==> src/rtl/md_pkg.sv <==
// Shared encodings for the HI/LO issue block: EX opcodes, unit opcode bits,
// sequencer states and the divide arming length.
package md_pkg;

   // EX-stage HI/LO opcode encoding
   typedef enum logic [2:0] {
      OP_MULT  = 3'd0,
      OP_MULTU = 3'd1,
      OP_DIV   = 3'd2,
      OP_DIVU  = 3'd3,
      OP_MTHI  = 3'd4,
      OP_MTLO  = 3'd5,
      OP_MFHI  = 3'd6,
      OP_MFLO  = 3'd7
   } ex_op_e;

   // One-hot unit opcode width and bit positions
   localparam int MD_OP_W       = 6;
   localparam int MD_BIT_MULT   = 0;
   localparam int MD_BIT_MULTU  = 1;
   localparam int MD_BIT_DIV    = 2;
   localparam int MD_BIT_DIVU   = 3;
   localparam int MD_BIT_MTHI   = 4;
   localparam int MD_BIT_MTLO   = 5;

   // Sequencer states
   typedef enum logic [1:0] {
      ST_IDLE     = 2'd0,
      ST_WAIT_MT  = 2'd1,
      ST_DIV_ARM  = 2'd2,
      ST_DIV_WAIT = 2'd3
   } md_state_e;

   // Cycles spent in DIV_ARM before md_accessible is trusted
   localparam int DIV_ARM_LEN = 2;
   localparam int DIV_CNT_W   = $clog2(DIV_ARM_LEN + 1);

   // Ops that are sent to the unit (everything except the HI/LO reads)
   function automatic logic is_unit_op(input ex_op_e op);
      return (op != OP_MFHI) && (op != OP_MFLO);
   endfunction

   // Ops that take the long divide path
   function automatic logic is_div_op(input ex_op_e op);
      return (op == OP_DIV) || (op == OP_DIVU);
   endfunction

   // Map an EX opcode onto the unit's one-hot opcode
   function automatic logic [MD_OP_W-1:0] op_onehot(input ex_op_e op);
      logic [MD_OP_W-1:0] oh;
      oh = '0;
      case (op)
         OP_MULT:  oh[MD_BIT_MULT]  = 1'b1;
         OP_MULTU: oh[MD_BIT_MULTU] = 1'b1;
         OP_DIV:   oh[MD_BIT_DIV]   = 1'b1;
         OP_DIVU:  oh[MD_BIT_DIVU]  = 1'b1;
         OP_MTHI:  oh[MD_BIT_MTHI]  = 1'b1;
         OP_MTLO:  oh[MD_BIT_MTLO]  = 1'b1;
         default:  oh = '0;
      endcase
      return oh;
   endfunction

endpackage

==> src/rtl/muldiv_issue.sv <==
// muldiv_issue: hands HI/LO-class instructions from EX to the multiply/divide
// unit, serves MFHI/MFLO reads and stalls EX while the unit is busy.
module muldiv_issue
   import md_pkg::*;
(
   input  logic               clk,
   input  logic               rst,
   input  logic               ex_valid,
   input  logic [2:0]         ex_op,
   input  logic               ex_md,
   input  logic [31:0]        ex_rs,
   input  logic [31:0]        ex_rt,
   input  logic               ex_flush,
   output logic [MD_OP_W-1:0] md_op,
   output logic [31:0]        md_in0,
   output logic [31:0]        md_in1,
   output logic               md_read_hi,
   input  logic [31:0]        md_res,
   input  logic               md_accessible,
   output logic               ex_stall,
   output logic [31:0]        ex_result,
   output logic               ex_result_valid
);

   md_state_e            state_q;
   logic [DIV_CNT_W-1:0] cnt_q;
   ex_op_e               op;
   logic                 md_req;
   logic                 idle;
   logic                 issue;
   logic                 mf_read;

   // A live HI/LO request; reset and flush both silence it
   assign op      = ex_op_e'(ex_op);
   assign md_req  = ex_valid & ex_md & ~ex_flush & ~rst;
   assign idle    = (state_q == ST_IDLE);
   assign issue   = md_req & idle & is_unit_op(op);
   assign mf_read = md_req & idle & ~is_unit_op(op);

   // Issue is never stalled: the pipeline moves on while the unit works
   assign ex_stall = md_req & ~idle;

   // Unit request and HI/LO read path; all outputs are zero outside an issue or read
   always_comb begin
      md_op           = '0;
      md_in0          = '0;
      md_in1          = '0;
      md_read_hi      = 1'b0;
      ex_result       = '0;
      ex_result_valid = 1'b0;
      if (issue) begin
         md_op = op_onehot(op);
         case (op)
            OP_MTHI: md_in0 = ex_rs;
            OP_MTLO: md_in1 = ex_rs;
            default: begin
               md_in0 = ex_rs;
               md_in1 = ex_rt;
            end
         endcase
      end
      if (mf_read) begin
         md_read_hi      = (op == OP_MFHI);
         ex_result       = md_res;
         ex_result_valid = 1'b1;
      end
   end

   // Sequencer: one settle cycle after MULT/MT, arm-then-wait after DIV.
   // A flush never aborts an operation already handed to the unit.
   always_ff @(posedge clk) begin
      if (rst) begin
         state_q <= ST_IDLE;
         cnt_q   <= '0;
      end else begin
         case (state_q)
            ST_IDLE: begin
               if (issue) begin
                  state_q <= is_div_op(op) ? ST_DIV_ARM : ST_WAIT_MT;
                  cnt_q   <= '0;
               end
            end
            ST_WAIT_MT: begin
               state_q <= ST_IDLE;
            end
            ST_DIV_ARM: begin
               // md_accessible may still show the previous result here, so ignore it
               if (cnt_q == DIV_CNT_W'(DIV_ARM_LEN - 1)) begin
                  state_q <= ST_DIV_WAIT;
                  cnt_q   <= '0;
               end else begin
                  cnt_q <= cnt_q + DIV_CNT_W'(1);
               end
            end
            ST_DIV_WAIT: begin
               if (md_accessible) begin
                  state_q <= ST_IDLE;
               end
            end
            default: begin
               state_q <= ST_IDLE;
               cnt_q   <= '0;
            end
         endcase
      end
   end

endmodule

==> config.mk <==
export PLATFORM = sky130hd
export DESIGN_NAME = muldiv_issue
export DESIGN_NICKNAME = d
export VERILOG_FILES = /design/src/rtl/md_pkg.sv /design/src/rtl/muldiv_issue.sv
export SDC_FILE = /design/constraint.sdc
export NUM_CORES = 1
export LEC_CHECK = 0
export BUFFER_PORTS_ARGS = -buffer_cell sky130_fd_sc_hd__buf_2
export CORE_AREA = 2 2 82 84
export DETAILED_ROUTE_END_ITERATION = 16
export DIE_AREA = 0 0 84 86
export SLEW_MARGIN = 40
export SYNTH_ARGS = -nofsm -noshare
export SYNTH_HDL_FRONTEND = slang
export SYNTH_SLANG_ARGS = --single-unit
==> constraint.sdc <==
create_clock -name clk -period 1.51 [get_ports clk]
set_input_delay 0.0755 -clock clk [delete_from_list [all_inputs] [get_ports clk]]
set_output_delay 0.0755 -clock clk [all_outputs]
set_load 0.01 [all_outputs]
==> metrics.txt <==
pre-CTS setup slack=0.0375 ns; startpoint types=flop; hold_sp=rst; # DRC=0; GPL Wtd Cong=0.792; Min-Delay Path Class=input pin to flop; sequential area share after synthesis=6.05%; Worst Skew=0.000606 ns; Row Count=29; CP arrival=1.64 ns; Post-DP Area=2510 um^2; Fin Setup TNS=-13.36 ns; CTS HTree Levels=1; clk sinks=4; grt ovf=0; Worst R2R Start=state_q[1]; fin cells=513; CP Capture Type=primary output; share of total power in combinational logic=55.5%; I/O Buffers=209; leading area contributor after synthesis=and2_1; Cells after DPL=497; CP Class=flop to primary output; fmax=582 MHz; core area=6280 um^2; Clock Tree Root=clkbuf_8; Max clock buf depth=2; vias after detailed routing=2307; pin count of the biggest net entering global routing=34; WP data required=1.43 ns; Syn Nets=322; nets@finish=541; fraction of the cycle the final worst path needs=114%; Leakage=1.68 nW; drt pass-1 iters=4; Iteration-0 DRC Markers=38; Skew-Pair Late Insertion Delay=0.22 ns; Die Wd=84 um; net load switching power=0.000245 W; Post-Route WL=7.90 mm; first-pass GRT wire length=10.5 mm; max-slew violation count=0; CP startpoint=state_q[1]; worst vdd ir=0.000169 V; failing checks=negative setup slack; Final Util=48.5%; antenna violations before repair=4; routed len/inst=15.4 um; multi-input logic area=1270 um^2; CTS tree=done; max-cap viol count=0; Hold-fix buffers, CTS=0; cell count after synthesis=217; crit-path max FO=8; area share of the largest cell type after synthesis=30.7%; max_slew headroom=82.7%; internal power=0.000499 W; Hold Violations, Final=0; I/O pin total=210; P per Cell Area=244 nW/um^2; sw frac=32.9%; die height=86 um; initial core utilization=21.1%; Tot GR Track Use=18.6%; fill count=637; status=finished, violations left; Synth Area per Inst=6.10 um^2; Worst Tran Pin Value=0.259 ns; fin area=3040 um^2; Routed Antenna Nets=0; vias in the first global route=2044; Yosys cell types=27; clock power share=29.9%; Final WS setup=-0.207 ns; post-route minimum period=1.72 ns; HPWL after detailed placement=5.95 mm; Yosys warning count=0; layout cell share with drive strength beyond 1=63.6%; Synth Register Bits=4; top cells by area, synth=and2_1 31%, nor2b_1 16%, a21oi_1 13%, nor2_1 9.4%, dfxtp_1 6.0%; sequential share of power=14.6%; DIE AREA=7220 um^2; via density per instance=4.50; Mapped Area=1320 um^2; final setup fails=103; clock-pin slew on the worst setup and hold paths=0.03 ns; register area=80.1 um^2; RSZ-0062 raised after global routing=true; TritonCTS buffer count=3; synthesis-to-finish area growth=130%
## worst max-delay path: stages (launching register included)
cell and delay, ns:
dfxtp_1 0.30, or2_1 0.24, buf_6 0.14, nor3_4 0.16, buf_6 0.16, clkbuf_16 0.15
and2_1 0.14, buf_2 0.14
## kinds of logic after synthesis
kind of cell | Yosys count | share of synthesized area [%]
flip-flops | 4 | 6.05
buffers and inverters | 23 | 7.94
AND/OR/NAND/NOR | 149 | 69.2
AO/OA/AOI/OAI | 41 | 16.8
## final cells by class
cell class | instances | share of cell area [%]
clock buffer | 3 | 1.36
inverter | 3 | 0.370
sequential | 4 | 2.63
tap | 77 | 3.17
timing repair buffer | 234 | 50.6
antenna | 2 | 0.165
multi-input combinational | 190 | 41.7
## power by group through the flow
stage / sequential (W) / clock, W / combinational [W]
after floorplan: 0.000110 / 0 / 0.000153
after global placement: 0.000110 / 0 / 0.000356
after detailed placement: 0.000110 / 0 / 0.000359
after CTS: 0.000108 / 0.000226 / 0.000375
after global routing: 0.000108 / 0.000238 / 0.000453
final: 0.000108 / 0.000222 / 0.000412
## layout by cell type, fill, tap and decap left out, drive strengths merged
cell     synthesis  final
nand2            2      2
o32ai            1      1
o21a             1      1
and2            65     65
and3b            1      1
nor2b           33     33
dfxtp            4      4
clkbuf          15      6
o21ai            1      1
diode            0      2
nor3b            1      1
or3b             1      1
nor4b            3      3
or2              2      2
nor3             4      4
inv              3      3
a21oi           35     35
nor4bb           1      1
nand2b           1      1
buf              5    231
nand4bb          1      1
nor4             1      1
a311oi           2      2
nor2            33     33
a2bb2oi          1      1
## cells in the mapped netlist (all sizes together)
master / number
o21ai: 1
nor4bb: 1
nand4bb: 1
or3b: 1
o21a: 1
nand2b: 1
a2bb2oi: 1
nor4b: 3
dfxtp: 4
a21oi: 35
nor3: 4
o32ai: 1
and2: 65
inv: 3
a311oi: 2
clkbuf: 15
nor4: 1
nand2: 2
and3b: 1
buf: 5
nor3b: 1
or2: 2
nor2: 33
nor2b: 33
## flip-flops by register name, summed over array words and instances, names as in the netlist
name     cells
state_q      2
cnt_q        2
## metrics by stage
| stage | hold slack [ns] | total power (W) |
|---|---|---|
| 6_report | 0.0842 | 0.000743 |
| 5_1_grt | 0.0917 | 0.000799 |
| 4_1_cts | 0.0825 | 0.000710 |
| 3_5_place_dp | 0.307 | 0.000469 |
| 3_3_place_gp | 0.303 | 0.000466 |
| 2_1_floorplan | 0.148 | 0.000263 |
## repair_timing
action / 4_1_cts / 5_1_grt
pin swaps: 8 / 8
gates resized for setup: 14 / 69
gates cloned: 1 / 7
setup endpoints to repair: 103 / 104
endpoints found under the hold margin: 0 / 0
setup buffers: 0 / 3
## per-layer routing
layer | track usage [%] | part of all wire (%)
met1 | 21.4 | 39
met2 | 33.5 | 50
met3 | 7.03 | 9.8
met4 | 3.08 | 0.80
met5 | 0 | 0.68
## worst paths after layout
kind / end / slack (ns) / depth (start not counted)
worst max-delay path: ex_result[6] / -0.21 / 7
worst min-delay path: cnt_q[0] / 0.08 / 2
worst max register to register: state_q[0] / 0.27 / 4
worst min register to register: cnt_q[1] / 0.47 / 2
Note: power is estimated with default switching activity, not from simulation.
